===== config.mk =====
export PLATFORM = sky130hd
export DESIGN_NAME = execute_branch_xlen_flat
export DESIGN_NICKNAME = d
export VERILOG_FILES = /design/src/rtl/execute_branch_xlen_if.sv /design/src/rtl/execute_branch_xlen.sv /design/src/flat_wrapper.sv
export SDC_FILE = /design/constraint.sdc
export NUM_CORES = 1
export LEC_CHECK = 0
export CAP_MARGIN = 20
export CORE_ASPECT_RATIO = 1.1
export CORE_MARGIN = 2
export CORE_UTILIZATION = 25
export CTS_CLUSTER_DIAMETER = 200
export CTS_CLUSTER_SIZE = 40
export DETAILED_ROUTE_END_ITERATION = 10
export HOLD_SLACK_MARGIN = 0.15
export PLACE_DENSITY = 0.56
export SETUP_SLACK_MARGIN = 0.15
export SYNTH_ARGS = -nofsm -noshare
export SYNTH_HDL_FRONTEND = slang
export SYNTH_SLANG_ARGS = --single-unit

===== constraint.sdc =====
create_clock -name i_clk -period 5.7 [get_ports i_clk]
set_input_delay 0.57 -clock i_clk [delete_from_list [all_inputs] [get_ports i_clk]]
set_output_delay 0.57 -clock i_clk [all_outputs]
set_load 0.03 [all_outputs]

===== src/rtl/execute_branch_xlen_if.sv =====
// rtl/execute_branch_xlen_if.sv - decode/operand request and result bundle for execute_branch_xlen
//
// Parameter: XLEN - datapath width (32 or 64).
// master: decode/register-read side drives decode_*, read_*, result_ready; observes results.
// slave : branch unit; observes requests, drives processing, valid, pc_out, jump_pc,
//         rd_val_out, rd_write, exception_num_out, exception_valid_out.
interface execute_branch_xlen_if #(
    parameter int XLEN = 32
);
    logic [6:0]      decode_opcode;
    logic [2:0]      decode_funct3;
    logic [XLEN-1:0] decode_imm;
    logic [XLEN-1:0] decode_pc;
    logic [XLEN-1:0] read_rs1_val;
    logic [XLEN-1:0] read_rs2_val;
    logic            read_valid;
    logic            result_ready;

    logic            processing;
    logic            valid;
    logic [XLEN-1:0] pc_out;
    logic            jump_pc;
    logic [XLEN-1:0] rd_val_out;
    logic            rd_write;
    logic [5:0]      exception_num_out;
    logic            exception_valid_out;

    modport master (
        output decode_opcode, decode_funct3, decode_imm, decode_pc,
               read_rs1_val, read_rs2_val, read_valid, result_ready,
        input  processing, valid, pc_out, jump_pc, rd_val_out, rd_write,
               exception_num_out, exception_valid_out
    );

    modport slave (
        input  decode_opcode, decode_funct3, decode_imm, decode_pc,
               read_rs1_val, read_rs2_val, read_valid, result_ready,
        output processing, valid, pc_out, jump_pc, rd_val_out, rd_write,
               exception_num_out, exception_valid_out
    );
endinterface


===== src/rtl/execute_branch_xlen.sv =====
// rtl/execute_branch_xlen.sv - XLEN branch/JAL/JALR execution unit with IDLE/EXEC/DONE pipeline
//
// Ports:
//   i_clk   - clock, rising edge
//   i_reset - asynchronous active-low reset
//   i_flush - synchronous flush, returns to IDLE and clears all outputs
//   bus     - execute_branch_xlen_if.slave (decode/operand request, result handshake)
// Optional feature macro: BRANCH_COMPRESSED_EN (2-byte target alignment instead of 4-byte).
module execute_branch_xlen #(
    parameter int         XLEN           = 32,
    parameter logic [5:0] EXC_MISALIGNED = 6'd0,
    parameter logic [5:0] EXC_ILLEGAL    = 6'd2
) (
    input logic                  i_clk,
    input logic                  i_reset,
    input logic                  i_flush,
    execute_branch_xlen_if.slave bus
);
    localparam logic [6:0] OP_BRANCH = 7'b1100011;
    localparam logic [6:0] OP_JAL    = 7'b1101111;
    localparam logic [6:0] OP_JALR   = 7'b1100111;

    typedef enum logic [1:0] {
        S_IDLE = 2'd0,
        S_EXEC = 2'd1,
        S_DONE = 2'd2
    } state_t;

    state_t          r_state;
    logic [6:0]      r_opcode;
    logic [2:0]      r_funct3;
    logic [XLEN-1:0] r_imm;
    logic [XLEN-1:0] r_pc;
    logic [XLEN-1:0] r_rs1;
    logic [XLEN-1:0] r_rs2;

    logic            r_processing;
    logic            r_valid;
    logic [XLEN-1:0] r_pc_out;
    logic            r_jump_pc;
    logic [XLEN-1:0] r_rd_val;
    logic            r_rd_write;
    logic [5:0]      r_exc_num;
    logic            r_exc_valid;

    logic            w_accept_op;
    logic            w_is_branch;
    logic            w_is_jal;
    logic            w_is_jalr;
    logic            w_cond;
    logic            w_illegal;
    logic            w_taken;
    logic            w_misaligned;
    logic [XLEN-1:0] w_sum_pc;
    logic [XLEN-1:0] w_sum_rs1;
    logic [XLEN-1:0] w_target;
    logic [XLEN-1:0] w_link;

    assign w_accept_op = (bus.decode_opcode == OP_BRANCH) ||
                         (bus.decode_opcode == OP_JAL)    ||
                         (bus.decode_opcode == OP_JALR);

    // Everything below works only on the captured copies so that decode/read
    // inputs may change freely once the request has been accepted.
    always_comb begin
        w_is_branch = (r_opcode == OP_BRANCH);
        w_is_jal    = (r_opcode == OP_JAL);
        w_is_jalr   = (r_opcode == OP_JALR);

        w_cond = 1'b0;
        case (r_funct3)
            3'b000:  w_cond = (r_rs1 == r_rs2);
            3'b001:  w_cond = (r_rs1 != r_rs2);
            3'b100:  w_cond = ($signed(r_rs1) <  $signed(r_rs2));
            3'b101:  w_cond = ($signed(r_rs1) >= $signed(r_rs2));
            3'b110:  w_cond = (r_rs1 <  r_rs2);
            3'b111:  w_cond = (r_rs1 >= r_rs2);
            default: w_cond = 1'b0;
        endcase

        w_illegal = w_is_branch && (r_funct3[2:1] == 2'b01);
        w_taken   = w_is_jal || w_is_jalr || (w_is_branch && w_cond && !w_illegal);

        w_sum_pc  = r_pc + r_imm;
        w_sum_rs1 = r_rs1 + r_imm;
        // JALR drops bit 0 of the computed address before the alignment check.
        w_target  = w_is_jalr ? (w_sum_rs1 & ~{{(XLEN-1){1'b0}}, 1'b1}) : w_sum_pc;
        w_link    = r_pc + XLEN'(4);

`ifdef BRANCH_COMPRESSED_EN
        w_misaligned = w_target[0];
`else
        w_misaligned = (w_target[1:0] != 2'b00);
`endif
    end

    always_ff @(posedge i_clk or negedge i_reset) begin
        if (!i_reset) begin
            r_state      <= S_IDLE;
            r_opcode     <= '0;
            r_funct3     <= '0;
            r_imm        <= '0;
            r_pc         <= '0;
            r_rs1        <= '0;
            r_rs2        <= '0;
            r_processing <= 1'b0;
            r_valid      <= 1'b0;
            r_pc_out     <= '0;
            r_jump_pc    <= 1'b0;
            r_rd_val     <= '0;
            r_rd_write   <= 1'b0;
            r_exc_num    <= '0;
            r_exc_valid  <= 1'b0;
        end else if (i_flush) begin
            // Flush wins over both a new accept and a result handshake.
            r_state      <= S_IDLE;
            r_processing <= 1'b0;
            r_valid      <= 1'b0;
            r_pc_out     <= '0;
            r_jump_pc    <= 1'b0;
            r_rd_val     <= '0;
            r_rd_write   <= 1'b0;
            r_exc_num    <= '0;
            r_exc_valid  <= 1'b0;
        end else begin
            case (r_state)
                S_IDLE: begin
                    if (bus.read_valid && w_accept_op) begin
                        r_opcode     <= bus.decode_opcode;
                        r_funct3     <= bus.decode_funct3;
                        r_imm        <= bus.decode_imm;
                        r_pc         <= bus.decode_pc;
                        r_rs1        <= bus.read_rs1_val;
                        r_rs2        <= bus.read_rs2_val;
                        r_processing <= 1'b1;
                        r_state      <= S_EXEC;
                    end
                end
                S_EXEC: begin
                    r_valid  <= 1'b1;
                    r_rd_val <= w_link;
                    if (w_illegal) begin
                        r_pc_out    <= w_link;
                        r_jump_pc   <= 1'b0;
                        r_rd_write  <= 1'b0;
                        r_exc_num   <= EXC_ILLEGAL;
                        r_exc_valid <= 1'b1;
                    end else if (w_taken && w_misaligned) begin
                        r_pc_out    <= w_target;
                        r_jump_pc   <= 1'b0;
                        r_rd_write  <= 1'b0;
                        r_exc_num   <= EXC_MISALIGNED;
                        r_exc_valid <= 1'b1;
                    end else if (w_taken) begin
                        r_pc_out    <= w_target;
                        r_jump_pc   <= 1'b1;
                        r_rd_write  <= w_is_jal || w_is_jalr;
                        r_exc_num   <= '0;
                        r_exc_valid <= 1'b0;
                    end else begin
                        r_pc_out    <= w_link;
                        r_jump_pc   <= 1'b0;
                        r_rd_write  <= 1'b0;
                        r_exc_num   <= '0;
                        r_exc_valid <= 1'b0;
                    end
                    r_state <= S_DONE;
                end
                S_DONE: begin
                    // Outputs are cleared on hand-off so nothing stale is visible while idle.
                    if (bus.result_ready) begin
                        r_processing <= 1'b0;
                        r_valid      <= 1'b0;
                        r_pc_out     <= '0;
                        r_jump_pc    <= 1'b0;
                        r_rd_val     <= '0;
                        r_rd_write   <= 1'b0;
                        r_exc_num    <= '0;
                        r_exc_valid  <= 1'b0;
                        r_state      <= S_IDLE;
                    end
                end
                default: r_state <= S_IDLE;
            endcase
        end
    end

    assign bus.processing          = r_processing;
    assign bus.valid               = r_valid;
    assign bus.pc_out              = r_pc_out;
    assign bus.jump_pc             = r_jump_pc;
    assign bus.rd_val_out          = r_rd_val;
    assign bus.rd_write            = r_rd_write;
    assign bus.exception_num_out   = r_exc_num;
    assign bus.exception_valid_out = r_exc_valid;
endmodule


===== src/flat_wrapper.sv =====
// flat-port wrapper written by rule: the top's interface ports become plain ports
module execute_branch_xlen_flat 
#(
    parameter int         XLEN           = 32,
    parameter logic [5:0] EXC_MISALIGNED = 6'd0,
    parameter logic [5:0] EXC_ILLEGAL    = 6'd2
)
  (i_clk, i_reset, i_flush, bus_decode_opcode, bus_decode_funct3, bus_decode_imm, bus_decode_pc, bus_read_rs1_val, bus_read_rs2_val, bus_read_valid, bus_result_ready, bus_processing, bus_valid, bus_pc_out, bus_jump_pc, bus_rd_val_out, bus_rd_write, bus_exception_num_out, bus_exception_valid_out);
  execute_branch_xlen_if #(.XLEN(XLEN)) bus_i ();
  input logic i_clk;
  input logic i_reset;
  input logic i_flush;
  input wire logic [$bits(bus_i.decode_opcode)-1:0] bus_decode_opcode;
  input wire logic [$bits(bus_i.decode_funct3)-1:0] bus_decode_funct3;
  input wire logic [$bits(bus_i.decode_imm)-1:0] bus_decode_imm;
  input wire logic [$bits(bus_i.decode_pc)-1:0] bus_decode_pc;
  input wire logic [$bits(bus_i.read_rs1_val)-1:0] bus_read_rs1_val;
  input wire logic [$bits(bus_i.read_rs2_val)-1:0] bus_read_rs2_val;
  input wire logic [$bits(bus_i.read_valid)-1:0] bus_read_valid;
  input wire logic [$bits(bus_i.result_ready)-1:0] bus_result_ready;
  output wire logic [$bits(bus_i.processing)-1:0] bus_processing;
  output wire logic [$bits(bus_i.valid)-1:0] bus_valid;
  output wire logic [$bits(bus_i.pc_out)-1:0] bus_pc_out;
  output wire logic [$bits(bus_i.jump_pc)-1:0] bus_jump_pc;
  output wire logic [$bits(bus_i.rd_val_out)-1:0] bus_rd_val_out;
  output wire logic [$bits(bus_i.rd_write)-1:0] bus_rd_write;
  output wire logic [$bits(bus_i.exception_num_out)-1:0] bus_exception_num_out;
  output wire logic [$bits(bus_i.exception_valid_out)-1:0] bus_exception_valid_out;
  assign bus_i.decode_opcode = bus_decode_opcode;
  assign bus_i.decode_funct3 = bus_decode_funct3;
  assign bus_i.decode_imm = bus_decode_imm;
  assign bus_i.decode_pc = bus_decode_pc;
  assign bus_i.read_rs1_val = bus_read_rs1_val;
  assign bus_i.read_rs2_val = bus_read_rs2_val;
  assign bus_i.read_valid = bus_read_valid;
  assign bus_i.result_ready = bus_result_ready;
  assign bus_processing = bus_i.processing;
  assign bus_valid = bus_i.valid;
  assign bus_pc_out = bus_i.pc_out;
  assign bus_jump_pc = bus_i.jump_pc;
  assign bus_rd_val_out = bus_i.rd_val_out;
  assign bus_rd_write = bus_i.rd_write;
  assign bus_exception_num_out = bus_i.exception_num_out;
  assign bus_exception_valid_out = bus_i.exception_valid_out;
  execute_branch_xlen #(.XLEN(XLEN), .EXC_MISALIGNED(EXC_MISALIGNED), .EXC_ILLEGAL(EXC_ILLEGAL)) u_core (.i_clk(i_clk), .i_reset(i_reset), .i_flush(i_flush), .bus(bus_i));
endmodule

Yosys cells after proc, flatten, opt, wreduce, memory -nomap -nowiden
Cells that the tools add are included.
- div/mod/pow operators: 0
- equal/unequal tests: 18
- multiply operators: 0
- shift-type cells: 0
- bitwise gates (word level): 1
- add/sub/neg operators: 3
- mux-type cells: 38
- order comparisons: 4
- reduce and logical (&&, ||, !) cells: 19
- operator list (kind ; number):
    32-bit two-way mux ; 7
    32-bit one-hot mux with 2 select lines ; 2
    32-bit adder ; 2
    32-bit >= comparator ; 2
    32-bit < comparator ; 2
    7-bit equality test, second input constant ; 6
    32-bit by 3-bit adder with 32-bit output, second input constant ; 1
    32-bit equality test ; 1
    32-bit != test ; 1
    1-bit two-way mux ; 15
    3-bit equality test, second input constant ; 4
    6-bit two-way mux ; 2
    6-bit one-hot mux with 2 select lines ; 1
    1-bit one-hot mux with 2 select lines ; 5
    2-bit two-way mux ; 4
    1-bit one-hot mux with 6 select lines ; 1
    2-bit one-hot mux with 3 select lines ; 1
    3-bit AND reduction ; 2
    3-bit nonzero test ; 2
    1-bit logical AND ; 5
    2-bit by 1-bit equality test with 1-bit output, second input constant ; 2
    1-bit logical OR ; 4
    2-bit AND reduction ; 2
    3-bit by 1-bit equality test with 1-bit output, second input constant ; 1
    8 further kinds ; 8
- RAM bits: 0
- logic and storage cells: 98
- output and inout port bits: 75
- bits in read-only memories: 0
- input bits: 143
- register bits after elaboration: 215
- memories: 0
- latch bits: 0

Longest topological paths before layout
Gate-level depths: netlist of run 1.
- depth in word-level cells: 10
- mapped depth: 13
- mapped depth without buffers: 11

Least setup slack after synthesis of run 1
OpenSTA, ideal clock, no wires.
- kind: register -> register
- start: register u_core.r_pc[0]
- end: register u_core.r_pc_out[30] (netlist: u_core.bus.pc_out[30])
- period minus slack after synthesis: 2.953 ns
- arrival: 2.827 ns
- library setup time: 0.126 ns
- setup slack: 2.747 ns
- required time: 5.574 ns
- buffers on the path: 0
- cell stages (with the launch flop): 12
- cell sequence: dfrtp_1 ha_1 fa_1 a211oi_1 o21bai_1 a2111oi_0 a21o_1 o21a_1 o21ai_1 and3b_1 o32a_1 a2bb2oi_1
- longest elaborated chain between the ends: 8
- elaborated cells on any way between the ends: 10
- those cells by class: add/sub (2); mux (6); reduce/logical (2)
- ends and longest elaborated chain (what ; RTL line ; text):
    start: declaration ; execute_branch_xlen.sv:33 ; logic [XLEN-1:0] r_pc;
    start signal: assignment ; execute_branch_xlen.sv:132 ; r_pc <= bus.decode_pc;
    32-bit adder ; execute_branch_xlen.sv:84 ; w_sum_pc = r_pc + r_imm;
    32-bit two-way mux ; execute_branch_xlen.sv:87 ; w_target = w_is_jalr ? (w_sum_rs1 & ~{{(XLEN-1){1'b0}}, 1'b1}) : w_sum_pc;
    2-bit nonzero test ; execute_branch_xlen.sv:93 ; w_misaligned = (w_target[1:0] != 2'b00);
    1-bit logical AND ; execute_branch_xlen.sv:148 ; end else if (w_taken && w_misaligned) begin
    32-bit two-way mux ; execute_branch_xlen.sv:148 ;
    32-bit two-way mux * ; execute_branch_xlen.sv:142 ; if (w_illegal) begin
    32-bit one-hot mux with 2 select lines * ; execute_branch_xlen.sv:126 ; case (r_state)
    32-bit two-way mux * ; execute_branch_xlen.sv:114 ; end else if (i_flush) begin
    end signal: assignment ; execute_branch_xlen.sv:143 ; r_pc_out <= w_link;
    end signal: assignment ; execute_branch_xlen.sv:149 ; r_pc_out <= w_target;
    end signal: assignment ; execute_branch_xlen.sv:155 ; r_pc_out <= w_target;
    end: declaration ; execute_branch_xlen.sv:39 ; logic [XLEN-1:0] r_pc_out;
Mark *: on every way between the ends. The rest lies on a longest branch, timed or not.
A chain may end at the register's enable or synchronous reset.

Final worst setup path of run 1
- start: register u_core.r_rs1[31]
- end: register u_core.r_pc_out[25] (netlist: u_core.bus.pc_out[25])
- longest elaborated chain between the ends: 10
- elaborated cells on any way between the ends: 16
- those cells by class: order compare (4); eq/ne (2); mux (6); reduce/logical (4)
- ends and longest elaborated chain (what ; RTL line ; text):
    start: declaration ; execute_branch_xlen.sv:34 ; logic [XLEN-1:0] r_rs1;
    start signal: assignment ; execute_branch_xlen.sv:133 ; r_rs1 <= bus.read_rs1_val;
    32-bit >= comparator (tied with other cells) ; execute_branch_xlen.sv:77 ; 3'b111: w_cond = (r_rs1 >= r_rs2);
    1-bit one-hot mux with 6 select lines * ; execute_branch_xlen.sv:71 ; case (r_funct3)
    1-bit logical AND * (2 in a row) ; execute_branch_xlen.sv:82 ; w_taken = w_is_jal || w_is_jalr || (w_is_branch && w_cond && !w_illegal);
    1-bit logical OR * ; execute_branch_xlen.sv:82 ;
    32-bit two-way mux or 1-bit logical AND (tied branches) ; execute_branch_xlen.sv:154, execute_branch_xlen.sv:148 ;
    32-bit two-way mux * ; execute_branch_xlen.sv:148 ;
    32-bit two-way mux * ; execute_branch_xlen.sv:142 ;
    32-bit one-hot mux with 2 select lines * ; execute_branch_xlen.sv:126 ;
    32-bit two-way mux * ; execute_branch_xlen.sv:114 ;
Marked as above.

==> impl_metrics.sql, run 1 <==
INSERT INTO impl_metrics (metric_group, metric, value, unit) VALUES
('synth', 'synth.cell_area', '12900', 'µm²'),
('place', 'dp.final_hpwl', '32.9', 'mm'),
('place', 'gp_congestion', '0.871', ''),
('cells_and_area', 'multi_input_area', '7210', 'µm²'),
('clock_network', 'cts_hold_buf', '1', ''),
('drt', 'dr.pass1.iters', '6', ''),
('timing', 'finClkSkew', '51.1', 'ps'),
('critical_path', 'crit_path_max_fanout', '16', ''),
('die', 'fp.dieArea', '53300', 'µm²'),
('synth', 'synth_cell_types', '76', ''),
('die', 'fp.dieH', '242', 'µm'),
('cells_and_area', 'final_common_cell', 'clkdlybuf4s50_1', ''),
('timing', 'maxSlewHeadroom', '0.342', ''),
('place', 'io_buffers', '212', ''),
('critical_path', 'crit_path_cell_trace', 'ha_1 > nand4_2 > nor4_4 > nand3b_1 > xor2_1 > o311ai_0 > o21a_2 > nand2_1 > a32oi_1', ''),
('power_and_ir_drop', 'vdd_drop_max', '0.178', 'mV'),
('clock_network', 'htreeDepth', '1', ''),
('die', 'core_area', '51100', 'µm²'),
('synth', 'post_synth.cell_area_avg', '9.79', 'µm²'),
('critical_path', 'wp_data_required', '6140', 'ps'),
('cells_and_area', 'final.fill_count', '5263', ''),
('critical_path', 'critPathBufInv', '0', ''),
('cells_and_area', 'layout.cells.non_filler', '2160', ''),
('critical_path', 'cp-start-kind', 'register', ''),
('die', 'die_width', '220', 'µm'),
('global_routing', 'antenna_violations_before_repair', '1', ''),
('clock_network', 'clock_path_buffers', '3', ''),
('synth', 'synth-seq-cells', '210', ''),
('timing', 'timing_worst_slew_pin_value', '987', 'ps'),
('power_and_ir_drop', 'power_density', '221', 'nW/µm²'),
('cells_and_area', 'flow.area_growth_from_synthesis', '24.0', '%'),
('place', 'dp.cells', '2148', ''),
('cells_and_area', 'layout.area.seq', '5260', 'µm²'),
('timing', 'final_hold_viol_count', '0', ''),
('drt', 'drt_first_iter_violations', '682', ''),
('timing', 'final_period_minus_worst_setup_slack', '4030', 'ps'),
('power_and_ir_drop', 'power.static_leakage', '7.25', 'nW'),
('drt', 'routedWlPerCell', '19.4', 'µm'),
('die', 'num_io_pins', '218', ''),
('cells_and_area', 'layout.nets', '1732', ''),
('die', 'fp-row-count', '87', ''),
('global_routing', 'global_route_wire_length_before_repair', '63.6', 'mm'),
('timing', 'clock.fmax', '248', 'MHz'),
('power_and_ir_drop', 'power_frac_clock', '0.229', ''),
('status', 'status', 'finished, final reports clean', ''),
('clock_network', 'cts_root_buffer', 'clkbuf_16', ''),
('critical_path', 'critical-path-slowest-cell', 'o311ai_0', ''),
('die', 'initial_core_util', '0.252', ''),
('timing', 'final_report_max_slew_violation_count', '0', ''),
('timing', 'fin_setup_tns', '0', 'ps'),
('timing', 'final-setup-viol-count', '0', ''),
('clock_network', 'clock-sinks', '210', ''),
('run', 'timing.max_cap.violations', '0', ''),
('worst_hold_path', 'hold_crit_path_type', 'register to register', ''),
('drt', 'route.vias.total', '10613', ''),
('drt', 'detail-route-antenna-nets', '0', ''),
('power_and_ir_drop', 'share_seq_of_total_power', '0.498', ''),
('power_and_ir_drop', 'net-switching-power', '1.18', 'mW'),
('drt', 'wl', '41.8', 'mm'),
('global_routing', 'first_global_vias', '10405', ''),
('drt', 'post_drt_via_cell_ratio', '4.91', ''),
('critical_path', 'critical-path-top-delay-family', 'compound AO/OA/AOI/OAI gates', ''),
('critical_path', 'setup.worst_path.end_class', 'register', ''),
('drt', 'drcViolationCount', '0', ''),
('power_and_ir_drop', 'power_switching_share', '0.334', ''),
('place', 'placed_cell_area', '15700', 'µm²'),
('power_and_ir_drop', 'totalPowerFinal', '3.54', 'mW'),
('global_routing', 'grt_overflow', '0', ''),
('cells_and_area', 'post_route_cells_drive_above_1_share', '0.0952', ''),
('clock_network', 'cts-buffers-inserted', '9', ''),
('synth', 'synth.yosys.seq_area_share', '0.408', '');
## cells by family after synthesis
| family | count (synthesis) | share of synthesized area |
|---|---|---|
| buf+inv | 112 | 0.0354 |
| fa+ha+maj | 96 | 0.0944 |
| mux | 102 | 0.0885 |
| simple gates | 349 | 0.130 |
| xor+xnor | 80 | 0.0544 |
| flops | 210 | 0.408 |
| other cells | 1 | 0.000291 |
| compound gates | 366 | 0.189 |
## worst reg2reg max path: cells and delay by family, from the launching register on
kind / cells / cell delay [ps]
AOI/OAI and AO/OA: 3 / 1530
adders and majority gates: 1 / 460
and+or+nand+nor: 4 / 1300
DFF: 1 / 480
xor gates and xnor gates: 1 / 190
## registers in the layout, summed over array words and instances (netlist names)
name,flops
u_core.bus.pc_out,32
u_core.bus.rd_val_out,32
u_core.r_imm,32
u_core.r_pc,32
u_core.r_rs1,32
u_core.r_rs2,32
u_core.r_opcode,7
u_core.r_funct3,3
u_core.r_state,2
u_core.bus.exception_num_out,1
u_core.bus.exception_valid_out,1
u_core.bus.jump_pc,1
u_core.bus.processing,1
u_core.bus.rd_write,1
u_core.bus.valid,1
## final cells by class
type                    count  area share
well taps                 667      0.0523
flip-flops and latches    210       0.329
clock buffers               9      0.0141
inverters                  52      0.0122
repair buffers            222       0.139
multi-input cells         998       0.452
clock inverters             1     0.00188
diodes                      1    0.000157
## synth_stat cells (6+ instances only)
cell type,count,share of area
a21o_1,43,0.025
dfrtp_1,210,0.41
and2_1,9,0.0044
xor2_1,39,0.027
o211ai_1,14,0.0082
nor2_1,76,0.022
ha_1,94,0.091
mux2_2,95,0.083
a211oi_1,15,0.0087
o21ai_1,18,0.0070
nor3b_1,7,0.0041
nand2_1,123,0.036
nand4_1,28,0.014
nor2b_1,8,0.0039
nand3_1,34,0.013
or2_2,9,0.0044
o21a_1,9,0.0052
buf_2,13,0.0051
and3_1,12,0.0058
xnor2_1,41,0.028
clkbuf_1,39,0.011
o21ai_0,81,0.031
nand2b_1,7,0.0034
a221o_1,6,0.0047
a22o_1,10,0.0068
a22oi_1,8,0.0047
a21oi_1,82,0.032
inv_1,52,0.015
o21bai_1,10,0.0058
a211o_1,7,0.0048
nor3_1,17,0.0066
a31oi_1,6,0.0029
mux2i_1,7,0.0054
## through the flow
stage	worst slack, ps	util	hold slack, ps
after floorplan	2750	-	274
after global placement	1770	0.308	453
after detailed placement	1630	0.308	455
after CTS	1560	0.313	490
after global routing	1350	0.313	506
final	1670	0.313	488
## power by group through the flow
stage	Clock (mW)	Combinational (mW)	Sequential, mW
finish	0.808	0.967	1.76
global route	0.899	1.08	1.78
CTS	0.852	0.970	1.76
detailed placement	0	0.962	1.79
global placement	0	0.958	1.79
floorplan	0	0.650	1.72
## worst paths after layout
| check | from | to | slack (ps) | depth (start not counted) |
|---|---|---|---|---|
| min | u_core.r_opcode[6] | u_core.r_opcode[6] | 490 | 1 |
| max | u_core.r_rs1[31] | u_core.bus.pc_out[25] | 1670 | 9 |
| min in group asynchronous | i_reset | u_core.r_rs1[6] | 610 | 2 |
| max in group asynchronous | i_reset | u_core.bus.rd_val_out[1] | 3570 | 3 |
| min reg2reg | u_core.r_opcode[6] | u_core.r_opcode[6] | 490 | 1 |
| max reg2reg | u_core.r_rs1[31] | u_core.bus.pc_out[25] | 1670 | 9 |
## routing by layer
| metal | routed length (µm) | vias to the layer above | track usage | part of all wire |
|---|---|---|---|---|
| met5 | 0 | - | 0 | 0 |
| met4 | 528 | 0 | 0.0314 | 0.013 |
| met3 | 2180 | 26 | 0.0159 | 0.052 |
| met2 | 18400 | 288 | 0.235 | 0.44 |
| met1 | 20700 | 5164 | 0.234 | 0.50 |
| li1 | - | 5135 | - | - |
Note: power is estimated with default switching activity, not from simulation.
==> run 2, diff against run 1 <==
--- a/config.mk
+++ b/config.mk
@@ -13,7 +13,7 @@
 export CTS_CLUSTER_SIZE = 40
 export DETAILED_ROUTE_END_ITERATION = 10
 export HOLD_SLACK_MARGIN = 0.15
-export PLACE_DENSITY = 0.56
+export PLACE_DENSITY = 0.57
 export SETUP_SLACK_MARGIN = 0.15
 export SYNTH_ARGS = -nofsm -noshare
 export SYNTH_HDL_FRONTEND = slang
==> constraint.sdc (replaced) <==
create_clock -name i_clk -period 3.7 [get_ports i_clk]
set_input_delay 0.37 -clock i_clk [delete_from_list [all_inputs] [get_ports i_clk]]
set_output_delay 0.37 -clock i_clk [all_outputs]
set_load 0.03 [all_outputs]
==> impl_metrics.sql, run 2 (same netlist as run 1, synthesis figures left out) <==
INSERT INTO impl_metrics (metric_group, metric, value, unit) VALUES
('status', 'status', 'finished, final reports clean', ''),
('worst_hold_path', 'hold_crit_path_type', 'input port to register', ''),
('die', 'die_width', '220', 'µm'),
('drt', 'detail-route-antenna-nets', '0', ''),
('critical_path', 'crit_path_max_fanout', '5', ''),
('clock_network', 'tritoncts_clock_tree', 'built', ''),
('clock_network', 'clk_pin_slew', '150', 'ps'),
('timing', 'finClkSkew', '50.6', 'ps'),
('global_routing', 'global_route_wire_length_before_repair', '64.1', 'mm'),
('critical_path', 'cp-start-kind', 'register', ''),
('timing', 'final_hold_viol_count', '0', ''),
('power_and_ir_drop', 'power.static_leakage', '7.40', 'nW'),
('place', 'io_buffers', '212', ''),
('critical_path', 'launch_point_of_the_worst_reg_to_reg_path', 'u_core.r_pc[0]', ''),
('power_and_ir_drop', 'vdd_drop_max', '0.287', 'mV'),
('power_and_ir_drop', 'power_density', '336', 'nW/µm²'),
('critical_path', 'setup.reg_to_reg.worst_slack', '300', 'ps'),
('clock_network', 'clock_path_buffers', '3', ''),
('cells_and_area', 'finish.utilization', '0.318', ''),
('cells_and_area', 'post_route_cells_drive_above_1_share', '0.109', ''),
('run', 'timing.max_cap.violations', '0', ''),
('timing', 'timing_worst_slew_pin_value', '1000', 'ps'),
('clock_network', 'cts_root_buffer', 'clkbuf_16', ''),
('cells_and_area', 'final.fill_count', '5221', ''),
('drt', 'wl', '41.9', 'mm'),
('cells_and_area', 'layout.nets', '1756', ''),
('cells_and_area', 'layout_common_cells', '211 x clkdlybuf4s50_1, 210 x dfrtp_1, 123 x nand2_1', ''),
('global_routing', 'grt_overflow', '0', ''),
('cells_and_area', 'flow.area_growth_from_synthesis', '26.1', '%'),
('timing', 'post-route-period-util', '0.919', ''),
('global_routing', 'antenna_violations_before_repair', '1', ''),
('clock_network', 'cts-buffers-inserted', '9', ''),
('worst_hold_path', 'hold_end', 'u_core.r_rs2[23]', ''),
('timing', 'final-setup-viol-count', '0', ''),
('clock_network', 'clock_latency_on_the_worst_skew_pair', '500', 'ps'),
('die', 'num_io_pins', '218', ''),
('critical_path', 'worstSetupPathType', 'register to register', ''),
('clock_network', 'clock-sinks', '210', ''),
('place', 'dp.final_hpwl', '33.4', 'mm'),
('timing', 'final_report_max_slew_violation_count', '0', ''),
('timing', 'post_route_worst_hold_slack', '409', 'ps'),
('timing', 'clock.fmax', '294', 'MHz'),
('drt', 'post_drt_via_cell_ratio', '4.84', ''),
('die', 'fp-row-count', '87', ''),
('drt', 'drt_first_iter_violations', '704', ''),
('critical_path', 'r2r_end', 'u_core.bus.pc_out[30]', ''),
('timing', 'final_period_minus_worst_setup_slack', '3400', 'ps'),
('clock_network', 'htreeDepth', '1', ''),
('die', 'core_area', '51100', 'µm²'),
('place', 'gp_congestion', '0.884', ''),
('die', 'initial_core_util', '0.252', ''),
('cells_and_area', 'antennaDiodeCount', '0', ''),
('die', 'fp.dieArea', '53300', 'µm²'),
('global_routing', 'first_global_vias', '10643', ''),
('cells_and_area', 'layout.area.seq', '5260', 'µm²'),
('critical_path', 'arrival', '3770', 'ps'),
('timing', 'rsz_0062_raised_after_global_routing', 'yes', ''),
('drt', 'drcViolationCount', '0', ''),
('global_routing', 'pin_count_of_the_biggest_net_entering_global_routing', '95', ''),
('die', 'fp.dieH', '242', 'µm'),
('cells_and_area', 'multi_input_area', '7210', 'µm²'),
('worst_hold_path', 'hold_path.startpoint', 'bus_read_rs2_val[23]', ''),
('global_routing', 'grt.total_usage', '0.154', ''),
('critical_path', 'worstRegToRegCells', '11', ''),
('critical_path', 'wp_data_required', '4070', 'ps'),
('drt', 'dr.pass1.iters', '6', ''),
('critical_path', 'setup.worst_path.end_class', 'register', ''),
('drt', 'route.vias.total', '10561', ''),
('timing', 'fin_setup_tns', '0', 'ps'),
('cells_and_area', 'final_common_cell', 'clkdlybuf4s50_1', ''),
('worst_hold_path', 'hold_depth', '3', ''),
('timing', 'maxSlewHeadroom', '0.321', ''),
('drt', 'routedWlPerCell', '19.2', 'µm');
## run 2: cell count changes in the layout (fill, tap and decap cells not counted), sizes merged
cell / change
diode: -1
buf: +24
## run 2: how the worst max path moves through the flow
stage | from | end | slack (ps) | cells after the start
3_5_place_dp | u_core.r_rs1[30] | u_core.bus.pc_out[2] | 310 | 10
2_1_floorplan | u_core.r_pc[0] | u_core.bus.pc_out[30] | 750 | 11
4_1_cts | u_core.r_rs1[30] | u_core.bus.pc_out[2] | 250 | 10
3_3_place_gp | u_core.r_rs1[30] | u_core.bus.pc_out[25] | 160 | 11
5_1_grt | u_core.r_pc[0] | u_core.bus.pc_out[30] | 60 | 11
6_report | u_core.r_pc[0] | u_core.bus.pc_out[30] | 300 | 11
## run 2: critical path, cell delays in order, from the launching register on
cell and delay [ps]:
dfrtp_1 440, ha_1 240, fa_1 430, a211oi_1 300, o21bai_1 230, a2111oi_1 400
a21o_1 270, o21a_1 210, o21ai_1 110, and3b_1 180, o32a_1 320, a2bb2oi_1 140
## run 2: layer usage
metal  global-route usage  share of wire
met5                    0        0.00031
met4               0.0306          0.017
met3               0.0201          0.055
met2                0.237           0.43
met1                0.230           0.49
## run 2: final cells by class
class | instances | share of cell area
clock inverter | 1 | 0.00185
timing repair buffer | 246 | 0.153
clock buffer | 9 | 0.0139
sequential | 210 | 0.323
multi-input combinational | 998 | 0.444
tap | 667 | 0.0514
inverter | 52 | 0.0120
## run 2: timing repair
| action | CTS | global route |
|---|---|---|
| setup endpoints to repair | 0 | 2 |
| hold buffers | 1 | 0 |
| buffers inserted | 0 | 3 |
| endpoints found under the hold margin | 91 | 0 |
| resized for setup | 0 | 1 |
## run 2: power by group
part,internal (mW),leakage [nW],switching [mW]
sequential,2.49,2.74,0.209
clock,0.461,0.122,0.771
combinational,0.704,4.54,0.817
total,3.65,7.40,1.80
## run 2: stage by stage
stage                     cells  power (mW)  worst slack (ps)  area, µm²
after floorplan            1320        3.66               747      12900
after global placement     2168        4.24               163      15900
after detailed placement   2169        4.26               307      15900
after CTS                  2180        5.52               251      16200
after global routing       2183        5.80              63.9      16200
final                      2183        5.45               298      16200
